$ cat config.mk
export PLATFORM = sky130hd
export DESIGN_NAME = hex_key_fifo
export DESIGN_NICKNAME = d
export VERILOG_FILES = /design/src/rtl/hex_key_fifo.sv
export SDC_FILE = /design/constraint.sdc
export NUM_CORES = 1
export LEC_CHECK = 0
export BUFFER_PORTS_ARGS = -buffer_cell sky130_fd_sc_hd__buf_2
export CAP_MARGIN = 10
export CELL_PAD_IN_SITES_DETAIL_PLACEMENT = 0
export CELL_PAD_IN_SITES_GLOBAL_PLACEMENT = 1
export CORE_UTILIZATION = 52
export CTS_BUF_LIST = sky130_fd_sc_hd__clkbuf_16
export CTS_CLUSTER_DIAMETER = 200
export DETAILED_ROUTE_END_ITERATION = 10
export PLACE_DENSITY = 0.81
export SYNTH_ARGS = -nofsm -noshare
export SYNTH_HDL_FRONTEND = slang
export SYNTH_SLANG_ARGS = --single-unit
$ cat constraint.sdc
create_clock -name clock -period 8.2 [get_ports clock]
set_input_delay 0.41 -clock clock [delete_from_list [all_inputs] [get_ports clock]]
set_output_delay 0.41 -clock clock [all_outputs]
set_load 0.02 [all_outputs]
$ cat src/rtl/hex_key_fifo.sv
// Keypad key queue: hold-off filter that suppresses repeats of a held key,
// followed by a first-word-fall-through FIFO with fill level and sticky overflow.
module hex_key_fifo #(
  parameter int unsigned DEPTH       = 8,
  parameter int unsigned HOLDOFF_CYC = 16
) (
  input  logic                     clock,
  input  logic                     reset,
  input  logic [3:0]               key_code,
  input  logic                     key_valid,
  input  logic                     rd_en,
  input  logic                     ovf_clr,
  output logic [3:0]               rd_data,
  output logic                     empty,
  output logic                     full,
  output logic [$clog2(DEPTH):0]   count,
  output logic                     overflow
);

  localparam int unsigned PW = $clog2(DEPTH);
  localparam int unsigned CW = PW + 1;
  localparam int unsigned TW = $clog2(HOLDOFF_CYC + 1);

  typedef enum logic {ARMED, HOLDOFF} state_t;

  state_t          state_q, state_d;
  logic [3:0]      last_code_q, last_code_d;
  logic [TW-1:0]   timer_q, timer_d;
  logic [3:0]      mem_q [DEPTH];
  logic [3:0]      mem_d [DEPTH];
  logic [PW-1:0]   wr_ptr_q, wr_ptr_d;
  logic [PW-1:0]   rd_ptr_q, rd_ptr_d;
  logic [CW-1:0]   count_q, count_d;
  logic            overflow_q, overflow_d;

  logic accept, push, pop, drop;

  always_comb begin
    state_d     = state_q;
    last_code_d = last_code_q;
    timer_d     = timer_q;
    mem_d       = mem_q;
    wr_ptr_d    = wr_ptr_q;
    rd_ptr_d    = rd_ptr_q;
    count_d     = count_q;
    overflow_d  = overflow_q;

    accept = key_valid && ((state_q == ARMED) || (key_code != last_code_q));
    pop    = rd_en && (count_q != '0);
    // A pop in the same cycle frees the slot a full FIFO needs for the push.
    push   = accept && ((count_q != CW'(DEPTH)) || pop);
    drop   = accept && !push;

    // Any key_valid either accepts or reloads the hold-off on a repeated code.
    if (key_valid) begin
      timer_d = TW'(HOLDOFF_CYC);
      state_d = HOLDOFF;
      if (accept) last_code_d = key_code;
    end else if (state_q == HOLDOFF) begin
      if (timer_q == TW'(1)) begin
        timer_d = '0;
        state_d = ARMED;
      end else begin
        timer_d = timer_q - TW'(1);
      end
    end

    if (push) begin
      mem_d[wr_ptr_q] = key_code;
      wr_ptr_d        = wr_ptr_q + PW'(1);
    end
    if (pop) rd_ptr_d = rd_ptr_q + PW'(1);

    if (push && !pop)      count_d = count_q + CW'(1);
    else if (pop && !push) count_d = count_q - CW'(1);

    if (drop)         overflow_d = 1'b1;
    else if (ovf_clr) overflow_d = 1'b0;
  end

  always_ff @(posedge clock) begin
    if (reset) begin
      state_q     <= ARMED;
      last_code_q <= '0;
      timer_q     <= '0;
      wr_ptr_q    <= '0;
      rd_ptr_q    <= '0;
      count_q     <= '0;
      overflow_q  <= 1'b0;
    end else begin
      state_q     <= state_d;
      last_code_q <= last_code_d;
      timer_q     <= timer_d;
      wr_ptr_q    <= wr_ptr_d;
      rd_ptr_q    <= rd_ptr_d;
      count_q     <= count_d;
      overflow_q  <= overflow_d;
    end
  end

  // Storage needs no reset: reads are gated by the count.
  always_ff @(posedge clock) begin
    mem_q <= mem_d;
  end

  assign empty    = (count_q == '0);
  assign full     = (count_q == CW'(DEPTH));
  assign count    = count_q;
  assign overflow = overflow_q;
  assign rd_data  = empty ? 4'h0 : mem_q[rd_ptr_q];

endmodule

==> impl_summary.txt <==
----------------------------------------------------
[Clocking]
  Total CTS buffers ... 5
  Post-CTS Setup Repair Bufs ... 0
  Resized cells post-CTS ... 0
  Root Buffer Master ... sky130_fd_sc_hd__clkbuf_16
  Post-CTS clock slew at the launch and capture registers of the worst setup and hold paths ... 0.07 ns
  Worst-Skew Late Latency ... 0.29 ns
  TritonCTS clock tree ... done
  Buffer levels on the longest clock path ... 2
  Number of hold-repair buffers added at the cts stage ... 0
  Clock sink count ... 53
  H-tree depth ... 2

[Hold path]
  Hold Path Class ... input pin to flop

[Logic synthesis]
  Yosys warns ... 0
  Synth async-reset ratio ... 0
  Library cell occupying the most area in the post-synthesis netlist ... sky130_fd_sc_hd__edfxtp_1
  Top FF cell, synth ... sky130_fd_sc_hd__edfxtp_1
  Mean cell area of the mapped netlist ... 12.8 um2
  Count of flip-flops with a built-in enable after synthesis ... 32
  Leading post-synthesis cells by cell area ... sky130_fd_sc_hd__edfxtp_1 40%, sky130_fd_sc_hd__dfxtp_1 18%, sky130_fd_sc_hd__mux4_2 7.5%, sky130_fd_sc_hd__mux2i_1 5.0%, sky130_fd_sc_hd__nor2_1 3.8%
  Synthesized netlist net count ... 204
  Syn Inst Count ... 187
  FF+latch count, synth ... 53
  Synth Cell Area ... 2390 um2
  Register area share after synthesis ... 0.577
  Number of different library cells in the post-synthesis netlist ... 38
  Post-synth top area share ... 0.401

[STA]
  Final period utilization ... 0.342
  Setup WS post-layout ... 5.40 ns
  Final hold violations ... 0
  Pin slew with the least headroom to its limit ... 1.05 ns
  Worst clock skew on the final layout ... 0.00687 ns
  Unrepaired setup endpoints after global routing ... false
  Setup violators final ... 0
  Fin crit period ... 2.80 ns
  Worst slew slack as a fraction of its limit ... 0.292
  Fin Setup TNS ... 0 ns
  Highest attainable clock frequency ... 357 MHz
  Max-slew violations ... 0

[Worst setup path]
  CP max FO ... 6
  Cells along the critical path ... or4b_4 > o21ai_2 > a21oi_2 > ha_1 > inv_1 > ha_1 > a21o_1 > a21oi_1 > mux2i_1 > mux2_2
  Dominant delay contributor by cell family on the critical path ... compound AO/OA/AOI/OAI gates
  Most repeated library cell on the critical path ... sky130_fd_sc_hd__ha_1
  Critical Path AT ... 2.98 ns
  Sort of element at the end of the critical path ... flop
  Type of origin of the critical path ... flop
  Slowest CP cell ... sky130_fd_sc_hd__or4b_4
  Critical Path RT ... 8.38 ns
  Delay of the slowest cell on the worst path ... 0.58 ns
  Worst setup path category ... flop to flop
  Critical path buffers and inverters ... 1

[Layout]
  Filler Cell Count ... 348
  Final Instance Area ... 2680 um2
  Commonest cells after routing, fill and taps aside ... 32 x sky130_fd_sc_hd__edfxtp_1, 24 x sky130_fd_sc_hd__nor2_1, 21 x sky130_fd_sc_hd__dfxtp_1
  Area of the multi-input gates ... 952 um2
  Most common library cell in the layout ignoring fill and taps ... sky130_fd_sc_hd__edfxtp_1
  Layout-stage area growth over the synthesis result ... 11.7%
  Antenna diode count ... 0
  Number of cells in the finished layout apart from fillers ... 259
  Sequential cell area in the final layout ... 1380 um2
  NumNets Final ... 223
  Proportion of layout cells with a drive suffix above 1 ... 0.213

[Global routing]
  Vias in the first global route ... 1,397
  Maximum number of pins on one net before global-route repair ... 28
  Total grt overflow ... 0
  First-pass GRT wire length ... 6870 um
  Number of antenna violations at the first check in global routing ... 0
  Total global routing track utilization ... 0.185

[Power and ir drop]
  Standby leakage power ... 1.01 nW
  Power after layout ... 0.759 mW
  Net Sw Frac ... 0.316
  Internal power summed over all cells ... 0.519 mW
  Fraction of power consumed by combinational cells ... 0.279
  Portion of total power attributed to the clock network ... 0.272
  Largest voltage drop on the vdd net ... 0.180 mV
  PD cells ... 284 nW/um2
  Net switching power ... 0.240 mW
  Part of the power in registers ... 0.450

[Detailed routing]
  Post-DRT Antenna Nets ... 0
  Via density per instance ... 5.64
  Total Routed Length ... 4080 um
  DRC viols ... 0
  Length of the first detailed-routing pass in iterations ... 4
  Iteration-0 DRC count of the detailed router ... 56
  Routed wire per std cell ... 15.8 um
  Via Count ... 1,462

[Die]
  Boundary Pins ... 20
  Total Die Area ... 4880 um2
  Height of the die ... 69.9 um
  Placement Rows ... 24
  Placeable core region ... 4380 um2
  DIE WIDTH ... 69.9 um
  Initial standard-cell utilization of the core ... 0.546

[Placement]
  DP HPWL ... 2890 um
  Number of input and output port buffers inserted ... 19
  Pre-CTS setup slack ... 5.39 ns
  Placer's final routability congestion estimate ... 0.803
  Placement Cell Area ... 2530 um2
  Inst Count DP ... 251

[Job]
  Maximum Capacitance Violations ... 0

[Status]
  Outcome ... complete, no violations

----------------------------------------------------
[flip-flops by register name, summed over array words and instances (netlist names)]
register / count
count: 4
last_code_q: 4
mem_q: 32
overflow: 1
rd_ptr_q: 3
state_q: 1
timer_q: 5
wr_ptr_q: 3
[cell type report]
type | count | share of cell area
inverter | 9 | 0.0126
clock inverter | 3 | 0.00842
sequential | 53 | 0.516
multi-input combinational | 118 | 0.356
tap | 52 | 0.0243
timing repair buffer | 19 | 0.0355
clock buffer | 5 | 0.0468
[kinds of logic after synthesis]
group / after synthesis / share of synthesized area
simple gates: 60 / 0.124
mux: 24 / 0.146
compound gates: 18 / 0.0538
xor+xnor: 8 / 0.0293
fa+ha+maj: 8 / 0.0449
flops: 53 / 0.577
buf+inv: 16 / 0.0256
[cells in the mapped netlist, types with 2 or more instances]
cell type and number:
sky130_fd_sc_hd__a21oi_1 8, sky130_fd_sc_hd__mux2i_1 12, sky130_fd_sc_hd__nand2b_1 4, sky130_fd_sc_hd__mux2_2 3, sky130_fd_sc_hd__ha_1 7, sky130_fd_sc_hd__mux4_2 8, sky130_fd_sc_hd__xnor2_1 5, sky130_fd_sc_hd__inv_1 9
sky130_fd_sc_hd__edfxtp_1 32, sky130_fd_sc_hd__xor2_1 3, sky130_fd_sc_hd__dfxtp_1 21, sky130_fd_sc_hd__nor2b_1 4, sky130_fd_sc_hd__o21ai_2 2, sky130_fd_sc_hd__clkbuf_1 4, sky130_fd_sc_hd__nand3_1 4, sky130_fd_sc_hd__nor2_1 24
sky130_fd_sc_hd__nand2_1 6, sky130_fd_sc_hd__nor3_1 9, sky130_fd_sc_hd__nor4_1 2, sky130_fd_sc_hd__buf_1 2
[worst register-to-register path: cells and delay by family, from the launching register on]
kind	cells	cell delay [ns]
compound gates	4	0.58
fa+ha+maj	2	0.47
buf+inv	1	0.12
flops	1	0.37
mux	2	0.56
simple gates	1	0.58
[final timing paths]
path                                from          end  slack, ns  cells after the start
worst max-delay path            count[0]     count[3]       5.40                     10
worst min-delay path               rd_en  rd_ptr_q[1]       0.43                      3
worst max register to register  count[0]     count[3]       5.40                     10
worst min register to register  overflow     overflow       0.49                      1
[per-stage QoR]
stage | utilization | hold WS, ns
2_1_floorplan | - | 0.460
3_3_place_gp | 0.576 | 0.458
3_5_place_dp | 0.576 | 0.466
4_1_cts | 0.610 | 0.436
5_1_grt | 0.610 | 0.444
6_report | 0.610 | 0.435
[power groups by stage]
stage | logic, mW | clock network (mW) | registers (mW)
after global placement | 0.210 | 0 | 0.346
final | 0.212 | 0.206 | 0.341
after floorplan | 0.171 | 0 | 0.335
after global routing | 0.233 | 0.219 | 0.347
after CTS | 0.215 | 0.210 | 0.342
after detailed placement | 0.215 | 0 | 0.348
[routing by layer]
layer  up-vias  global-route usage  wire length [um]
li1        723                   -                 -
met3         6              0.0390               141
met5         -                   0                 0
met2        33               0.290              1890
met4         0              0.0733                70
met1       700               0.254              1980
No activity file was read; power rests on OpenSTA's default activity.
